## src/rtl/fib_pkg.sv

```systemverilog
// Shared constants and types for the streaming Fibonacci/Lucas term generator.
package fib_pkg;

    localparam logic [1:0] MODE_FIB   = 2'd0;
    localparam logic [1:0] MODE_LUCAS = 2'd1;
    localparam logic [1:0] MODE_SEED  = 2'd2;

    localparam int LUCAS_T0 = 2;
    localparam int LUCAS_T1 = 1;

    typedef enum logic [1:0] {
        ST_IDLE = 2'd0,
        ST_RUN  = 2'd1,
        ST_DONE = 2'd2
    } state_e;

endpackage

```

## src/rtl/fib_stream_if.sv

```systemverilog
// Request and output-stream channel of fib_stream; slave is the generator, master the client.
interface fib_stream_if #(
    parameter int N_IN  = 7,
    parameter int N_OUT = 90
) ();
    logic             req_valid;
    logic             req_ready;
    logic [N_IN-1:0]  req_n;
    logic [1:0]       req_mode;
    logic [N_OUT-1:0] seed0;
    logic [N_OUT-1:0] seed1;
    logic             abort;
    logic             out_valid;
    logic             out_ready;
    logic [N_OUT-1:0] out_data;
    logic [N_IN-1:0]  out_idx;
    logic             out_last;
    logic             out_ovf;
    logic             done;

    modport slave (
        input  req_valid, req_n, req_mode, seed0, seed1, abort, out_ready,
        output req_ready, out_valid, out_data, out_idx, out_last, out_ovf, done
    );

    modport master (
        output req_valid, req_n, req_mode, seed0, seed1, abort, out_ready,
        input  req_ready, out_valid, out_data, out_idx, out_last, out_ovf, done
    );
endinterface

```

## src/rtl/fib_term_gen.sv

```systemverilog
// Two-term recurrence engine: holds t(k) and t(k+1); the wrap flag belongs to t(k+1),
// so it is folded into the sticky overflow only when that term becomes current.
module fib_term_gen #(
    parameter int N_OUT = 90
) (
    input  logic             clk,
    input  logic             rst,
    input  logic             load,
    input  logic [N_OUT-1:0] seed0,
    input  logic [N_OUT-1:0] seed1,
    input  logic             advance,
    output logic [N_OUT-1:0] cur_term,
    output logic             wrap
);
    logic [N_OUT-1:0] cur_q;
    logic [N_OUT-1:0] nxt_q;
    logic             nxt_wrap_q;
    logic [N_OUT:0]   sum;

    assign sum = {1'b0, cur_q} + {1'b0, nxt_q};

    always_ff @(posedge clk or posedge rst) begin
        if (rst) begin
            cur_q      <= '0;
            nxt_q      <= '0;
            nxt_wrap_q <= 1'b0;
        end else if (load) begin
            cur_q      <= seed0;
            nxt_q      <= seed1;
            nxt_wrap_q <= 1'b0;
        end else if (advance) begin
            cur_q      <= nxt_q;
            nxt_q      <= sum[N_OUT-1:0];
            nxt_wrap_q <= sum[N_OUT];
        end
    end

    assign cur_term = cur_q;
    assign wrap     = nxt_wrap_q;
endmodule

```

## src/rtl/fib_stream.sv

```systemverilog
// Streams t(0)..t(n-1) of a Fibonacci, Lucas or seeded recurrence over a valid/ready
// channel, with index, last flag, sticky overflow, done pulse and abort.
module fib_stream
    import fib_pkg::*;
#(
    parameter int N_IN  = 7,
    parameter int N_OUT = 90
) (
    input  logic         clk,
    input  logic         rst,
    fib_stream_if.slave  bus
);
    state_e           state_q;
    logic [N_IN-1:0]  n_q;
    logic [N_IN-1:0]  idx_q;
    logic             last_q;
    logic             ovf_q;
    logic             valid_q;
    logic             ready_q;
    logic             done_q;

    logic [N_OUT-1:0] seed0_sel;
    logic [N_OUT-1:0] seed1_sel;
    logic [N_OUT-1:0] cur_term;
    logic             term_wrap;
    logic             accept;
    logic             fire;
    logic             advance;
    logic [N_IN-1:0]  idx_inc;
    logic [N_IN-1:0]  n_m1;

    always_comb begin
        seed0_sel = '0;
        seed1_sel = N_OUT'(1);
        case (bus.req_mode)
            MODE_LUCAS: begin
                seed0_sel = N_OUT'(LUCAS_T0);
                seed1_sel = N_OUT'(LUCAS_T1);
            end
            MODE_SEED: begin
                seed0_sel = bus.seed0;
                seed1_sel = bus.seed1;
            end
            default: ;
        endcase
    end

    assign accept  = (state_q == ST_IDLE) && bus.req_valid;
    assign fire    = (state_q == ST_RUN) && bus.out_ready;
    // An abort in the same cycle as a handshake ends the stream; the term registers stay put.
    assign advance = fire && !last_q && !bus.abort;
    assign idx_inc = idx_q + N_IN'(1);
    assign n_m1    = n_q - N_IN'(1);

    fib_term_gen #(.N_OUT(N_OUT)) u_term_gen (
        .clk      (clk),
        .rst      (rst),
        .load     (accept),
        .seed0    (seed0_sel),
        .seed1    (seed1_sel),
        .advance  (advance),
        .cur_term (cur_term),
        .wrap     (term_wrap)
    );

    always_ff @(posedge clk or posedge rst) begin
        if (rst) begin
            state_q <= ST_IDLE;
            n_q     <= '0;
            idx_q   <= '0;
            last_q  <= 1'b0;
            ovf_q   <= 1'b0;
            valid_q <= 1'b0;
            ready_q <= 1'b1;
            done_q  <= 1'b0;
        end else begin
            case (state_q)
                ST_IDLE: begin
                    done_q <= 1'b0;
                    if (bus.req_valid) begin
                        n_q     <= bus.req_n;
                        idx_q   <= '0;
                        last_q  <= (bus.req_n == N_IN'(1));
                        ovf_q   <= 1'b0;
                        ready_q <= 1'b0;
                        if (bus.req_n == '0) begin
                            state_q <= ST_DONE;
                            done_q  <= 1'b1;
                        end else begin
                            state_q <= ST_RUN;
                            valid_q <= 1'b1;
                        end
                    end
                end
                ST_RUN: begin
                    if (bus.abort) begin
                        state_q <= ST_IDLE;
                        valid_q <= 1'b0;
                        ready_q <= 1'b1;
                    end else if (bus.out_ready) begin
                        if (last_q) begin
                            state_q <= ST_DONE;
                            valid_q <= 1'b0;
                            done_q  <= 1'b1;
                        end else begin
                            idx_q  <= idx_inc;
                            last_q <= (idx_inc == n_m1);
                            ovf_q  <= ovf_q | term_wrap;
                        end
                    end
                end
                ST_DONE: begin
                    state_q <= ST_IDLE;
                    done_q  <= 1'b0;
                    ready_q <= 1'b1;
                end
                default: begin
                    state_q <= ST_IDLE;
                    valid_q <= 1'b0;
                    done_q  <= 1'b0;
                    ready_q <= 1'b1;
                end
            endcase
        end
    end

    assign bus.req_ready = ready_q;
    assign bus.out_valid = valid_q;
    assign bus.out_data  = cur_term;
    assign bus.out_idx   = idx_q;
    assign bus.out_last  = last_q;
    assign bus.out_ovf   = ovf_q;
    assign bus.done      = done_q;
endmodule

```

## src/flat_wrapper.sv

```systemverilog
// flat-port wrapper written by rule: the top's interface ports become plain ports
module fib_stream_flat import fib_pkg::*;
#(
    parameter int N_IN  = 7,
    parameter int N_OUT = 90
)
  (clk, rst, bus_req_valid, bus_req_n, bus_req_mode, bus_seed0, bus_seed1, bus_abort, bus_out_ready, bus_req_ready, bus_out_valid, bus_out_data, bus_out_idx, bus_out_last, bus_out_ovf, bus_done);
  fib_stream_if #(.N_IN(N_IN), .N_OUT(N_OUT)) bus_i ();
  input  logic clk;
  input  logic rst;
  input wire logic [$bits(bus_i.req_valid)-1:0] bus_req_valid;
  input wire logic [$bits(bus_i.req_n)-1:0] bus_req_n;
  input wire logic [$bits(bus_i.req_mode)-1:0] bus_req_mode;
  input wire logic [$bits(bus_i.seed0)-1:0] bus_seed0;
  input wire logic [$bits(bus_i.seed1)-1:0] bus_seed1;
  input wire logic [$bits(bus_i.abort)-1:0] bus_abort;
  input wire logic [$bits(bus_i.out_ready)-1:0] bus_out_ready;
  output wire logic [$bits(bus_i.req_ready)-1:0] bus_req_ready;
  output wire logic [$bits(bus_i.out_valid)-1:0] bus_out_valid;
  output wire logic [$bits(bus_i.out_data)-1:0] bus_out_data;
  output wire logic [$bits(bus_i.out_idx)-1:0] bus_out_idx;
  output wire logic [$bits(bus_i.out_last)-1:0] bus_out_last;
  output wire logic [$bits(bus_i.out_ovf)-1:0] bus_out_ovf;
  output wire logic [$bits(bus_i.done)-1:0] bus_done;
  assign bus_i.req_valid = bus_req_valid;
  assign bus_i.req_n = bus_req_n;
  assign bus_i.req_mode = bus_req_mode;
  assign bus_i.seed0 = bus_seed0;
  assign bus_i.seed1 = bus_seed1;
  assign bus_i.abort = bus_abort;
  assign bus_i.out_ready = bus_out_ready;
  assign bus_req_ready = bus_i.req_ready;
  assign bus_out_valid = bus_i.out_valid;
  assign bus_out_data = bus_i.out_data;
  assign bus_out_idx = bus_i.out_idx;
  assign bus_out_last = bus_i.out_last;
  assign bus_out_ovf = bus_i.out_ovf;
  assign bus_done = bus_i.done;
  fib_stream #(.N_IN(N_IN), .N_OUT(N_OUT)) u_core (.clk(clk), .rst(rst), .bus(bus_i));
endmodule
```

## config.mk

```make
export PLATFORM = sky130hd
export DESIGN_NAME = fib_stream_flat
export DESIGN_NICKNAME = d
export VERILOG_FILES = /design/src/rtl/fib_pkg.sv /design/src/rtl/fib_stream_if.sv /design/src/rtl/fib_term_gen.sv /design/src/rtl/fib_stream.sv /design/src/flat_wrapper.sv
export SDC_FILE = /design/constraint.sdc
export NUM_CORES = 1
export LEC_CHECK = 0
export BUFFER_PORTS_ARGS = -buffer_cell sky130_fd_sc_hd__buf_2
export CAP_MARGIN = 20
export CORE_MARGIN = 2
export CORE_UTILIZATION = 45
export DETAILED_ROUTE_END_ITERATION = 8
export PLACE_DENSITY_LB_ADDON = 0.25
export SYNTH_ARGS = -nofsm -noshare
export SYNTH_HDL_FRONTEND = slang
export SYNTH_HIERARCHICAL = 1
export SYNTH_SLANG_ARGS = --single-unit
```

## constraint.sdc

```tcl
create_clock -name clk -period 8.6 [get_ports clk]
set_input_delay 1.72 -clock clk [delete_from_list [all_inputs] [get_ports clk]]
set_output_delay 1.72 -clock clk [all_outputs]
set_load 0.05 [all_outputs]
```

==> results.json <==
{
  "grt_max_degree": 113,
  "ios": 296,
  "layout_commonest_cell": "buf_2",
  "worst_setup_path_start_kind": "input pin",
  "tritoncts": "built",
  "rsz0062_at_grt": "false",
  "rows": 68,
  "setup_ws_ps": 4270,
  "period_minus_slack_ps": 4330,
  "post_cts_resized": 0,
  "cts_htree_levels": 1,
  "drive_gt1_frac": 0.176,
  "relSlewSlack": 0.263,
  "p_leak_uw": 0.00847,
  "gp_congestion": 0.921,
  "vias_per_cell": 5.55,
  "dr.pass1.iters": 5,
  "ys.flop_type": "dfrtp_1",
  "grtUsageTotal": 0.233,
  "syn_to_final_growth_pct": 15.7,
  "nets": 2427,
  "async_flop_share": 1.00,
  "dp_worst_setup_slack_ps": 3720,
  "clkTransAtPathRegs_ps": 60,
  "grt_pass1_wl_um": 70700,
  "end_kind": "flip-flop",
  "synth_area_leader_cell": "dfrtp_1",
  "report.final.slew_viol_count": 0,
  "postCtsSetupRepairBufs": 0,
  "clockBufferDepth": 3,
  "cts.sinks": 202,
  "tightest_slew_ps": 1100,
  "syn_area_per_cell_sq_um": 8.25,
  "die_w_um": 192,
  "hold_violations": 0,
  "critPathMaxFanout": 73,
  "cts_buffers": 25,
  "ys_ff_latch": 202,
  "synth_area_sq_um": 15900,
  "ctsHoldBuffers": 0,
  "portBuffers": 295,
  "vdd_ir_drop_max_v": 0.000145,
  "worstHoldPathType": "reg -> reg",
  "cts_root_buf": "clkbuf_16",
  "drt-total-wl_um": 43800,
  "antenna_found_initial": 1,
  "crit_arrival_ps": 4790,
  "fmax_ghz": 0.231,
  "antenna_left": 0,
  "grt_pass1_vias": 13944,
  "yosysWarnings": 6,
  "dieArea_sq_um": 36900,
  "design.core.area_sq_um": 34700,
  "drt_iter0_drc": 959,
  "drcViolationCount": 0,
  "clk_latency_ps": 540,
  "synth_seq_area_share": 0.318,
  "power.density_nw_per_um2": 232,
  "setup_violations": 0,
  "synth.area.top_cells": "dfrtp_1, mux2i_1, ha_1",
  "final_cell_mix": "buf_2, nand2_1, o21ai_0",
  "outcome": "finished, final reports clean",
  "vias": 14496,
  "fin_skew_ps": 22.2,
  "die_h_um": 192,
  "period_share": 0.504,
  "tns_ps": 0,
  "grt_remaining_overflow": 0,
  "postSynthCellCount": 1929,
  "n_fill_cell": 3415,
  "syn_nets": 2218,
  "criticalPathCategory": "in -> reg",
  "stdcell_count": 2613,
  "synth_top_area_frac": 0.316,
  "synth_edf_count": 0,
  "maxCapViolCount": 0,
  "placed_cells": 2566,
  "wl_per_cell_um": 16.8,
  "yosysUniqueCellTypes": 81,
  "hpwl_um": 33000,
  "required_ps": 9060,
  "start_util": 0.458
}
## layer usage
metal	vias to the layer above	GRT usage	routed length [um]
met5	-	0	0
met4	0	0.0440	742
met3	41	0.0254	2300
met2	397	0.379	19800
met1	6848	0.336	21000
li1	7210	-	-
## worst max-delay path, cell delays in order
cell and delay, ps:
buf_2 120, nand2b_1 180, or4_1 630, inv_8 420, buf_4 900, nand2b_1 410, nor2_1 170, nand2_1 60
o211ai_1 90
## cell usage after synthesis (all sizes together) (3+ instances only)
library cell,count
nand2,269
o21ai,242
dfrtp,201
and2,183
a21oi,150
mux2i,145
clkbuf,105
ha,94
nor2,69
xnor2,62
inv,47
a21o,43
nand4,32
xor2,30
a211oi,21
o21bai,21
nor2b,20
nand3,19
nor3,17
buf,16
o21a,14
and3,13
a31oi,12
nor3b,10
nand2b,8
a21boi,7
a221oi,6
o211ai,6
or3,5
a211o,4
a311oi,4
nor4,4
o31a,4
o31ai,4
or4,4
nand3b,3
nand4b,3
## registers in the layout (all words and copies together) (netlist names)
name                        cells
u_core/n_q                      7
u_core/bus.out_ovf              1
u_core/bus.out_valid            1
u_core/bus.done                 1
u_core/u_term_gen/cur_term     90
u_core/u_term_gen/wrap          1
u_core/u_term_gen/nxt_q        90
u_core/state_q                  2
u_core/bus.req_ready            1
u_core/bus.out_last             1
u_core/bus.out_idx              7
## final timing paths
check	to	from	cells after the start	slack (ps)
min	u_core/bus.out_ovf	u_core/bus.out_ovf	1	500
max in group asynchronous	u_core/u_term_gen/nxt_q[4]	rst	3	5860
max reg2reg	u_core/u_term_gen/nxt_q[58]	u_core/u_term_gen/cur_term[0]	14	4540
max	u_core/u_term_gen/nxt_q[89]	bus_abort	9	4270
min in group asynchronous	u_core/u_term_gen/cur_term[58]	rst	2	1340
min reg2reg	u_core/bus.out_ovf	u_core/bus.out_ovf	1	500
## report_power, final
| part | switching, uW | internal (uW) |
|---|---|---|
| Combinational | 1210 | 661 |
| Clock | 433 | 615 |
| Sequential | 195 | 1150 |
| Total | 1840 | 2430 |
## per-stage QoR
| stage | instance area [sq um] | power, uW | util | hold WS [ps] |
|---|---|---|---|---|
| floorplan | 15900 | 2760 | - | 470 |
| global placement | 17600 | 3200 | 0.507 | 478 |
| detailed placement | 17600 | 3220 | 0.507 | 486 |
| CTS | 18400 | 4300 | 0.530 | 499 |
| global route | 18400 | 4550 | 0.530 | 514 |
| finish | 18400 | 4270 | 0.530 | 500 |
## cell families (layout without fill, tap and decap cells)
family,after synthesis,count (layout),synth area share
other cells,0,1,0
mux,145,145,0.0912
fa+ha+maj,95,95,0.0752
xor+xnor,92,92,0.0507
flops,202,202,0.318
compound gates,565,565,0.217
simple gates,661,661,0.208
buf+inv,169,397,0.0404
## layout make-up
type | count | area, sq um | area share
clock inverter | 13 | 134 | 0.00728
tap | 455 | 569 | 0.0309
timing repair buffer | 303 | 1540 | 0.0835
clock buffer | 33 | 676 | 0.0367
sequential | 202 | 5060 | 0.275
inverter | 48 | 203 | 0.0110
multi-input combinational | 1558 | 10200 | 0.556
antenna | 1 | 2.50 | 0.000136
Power figures use the tool's default switching activity.
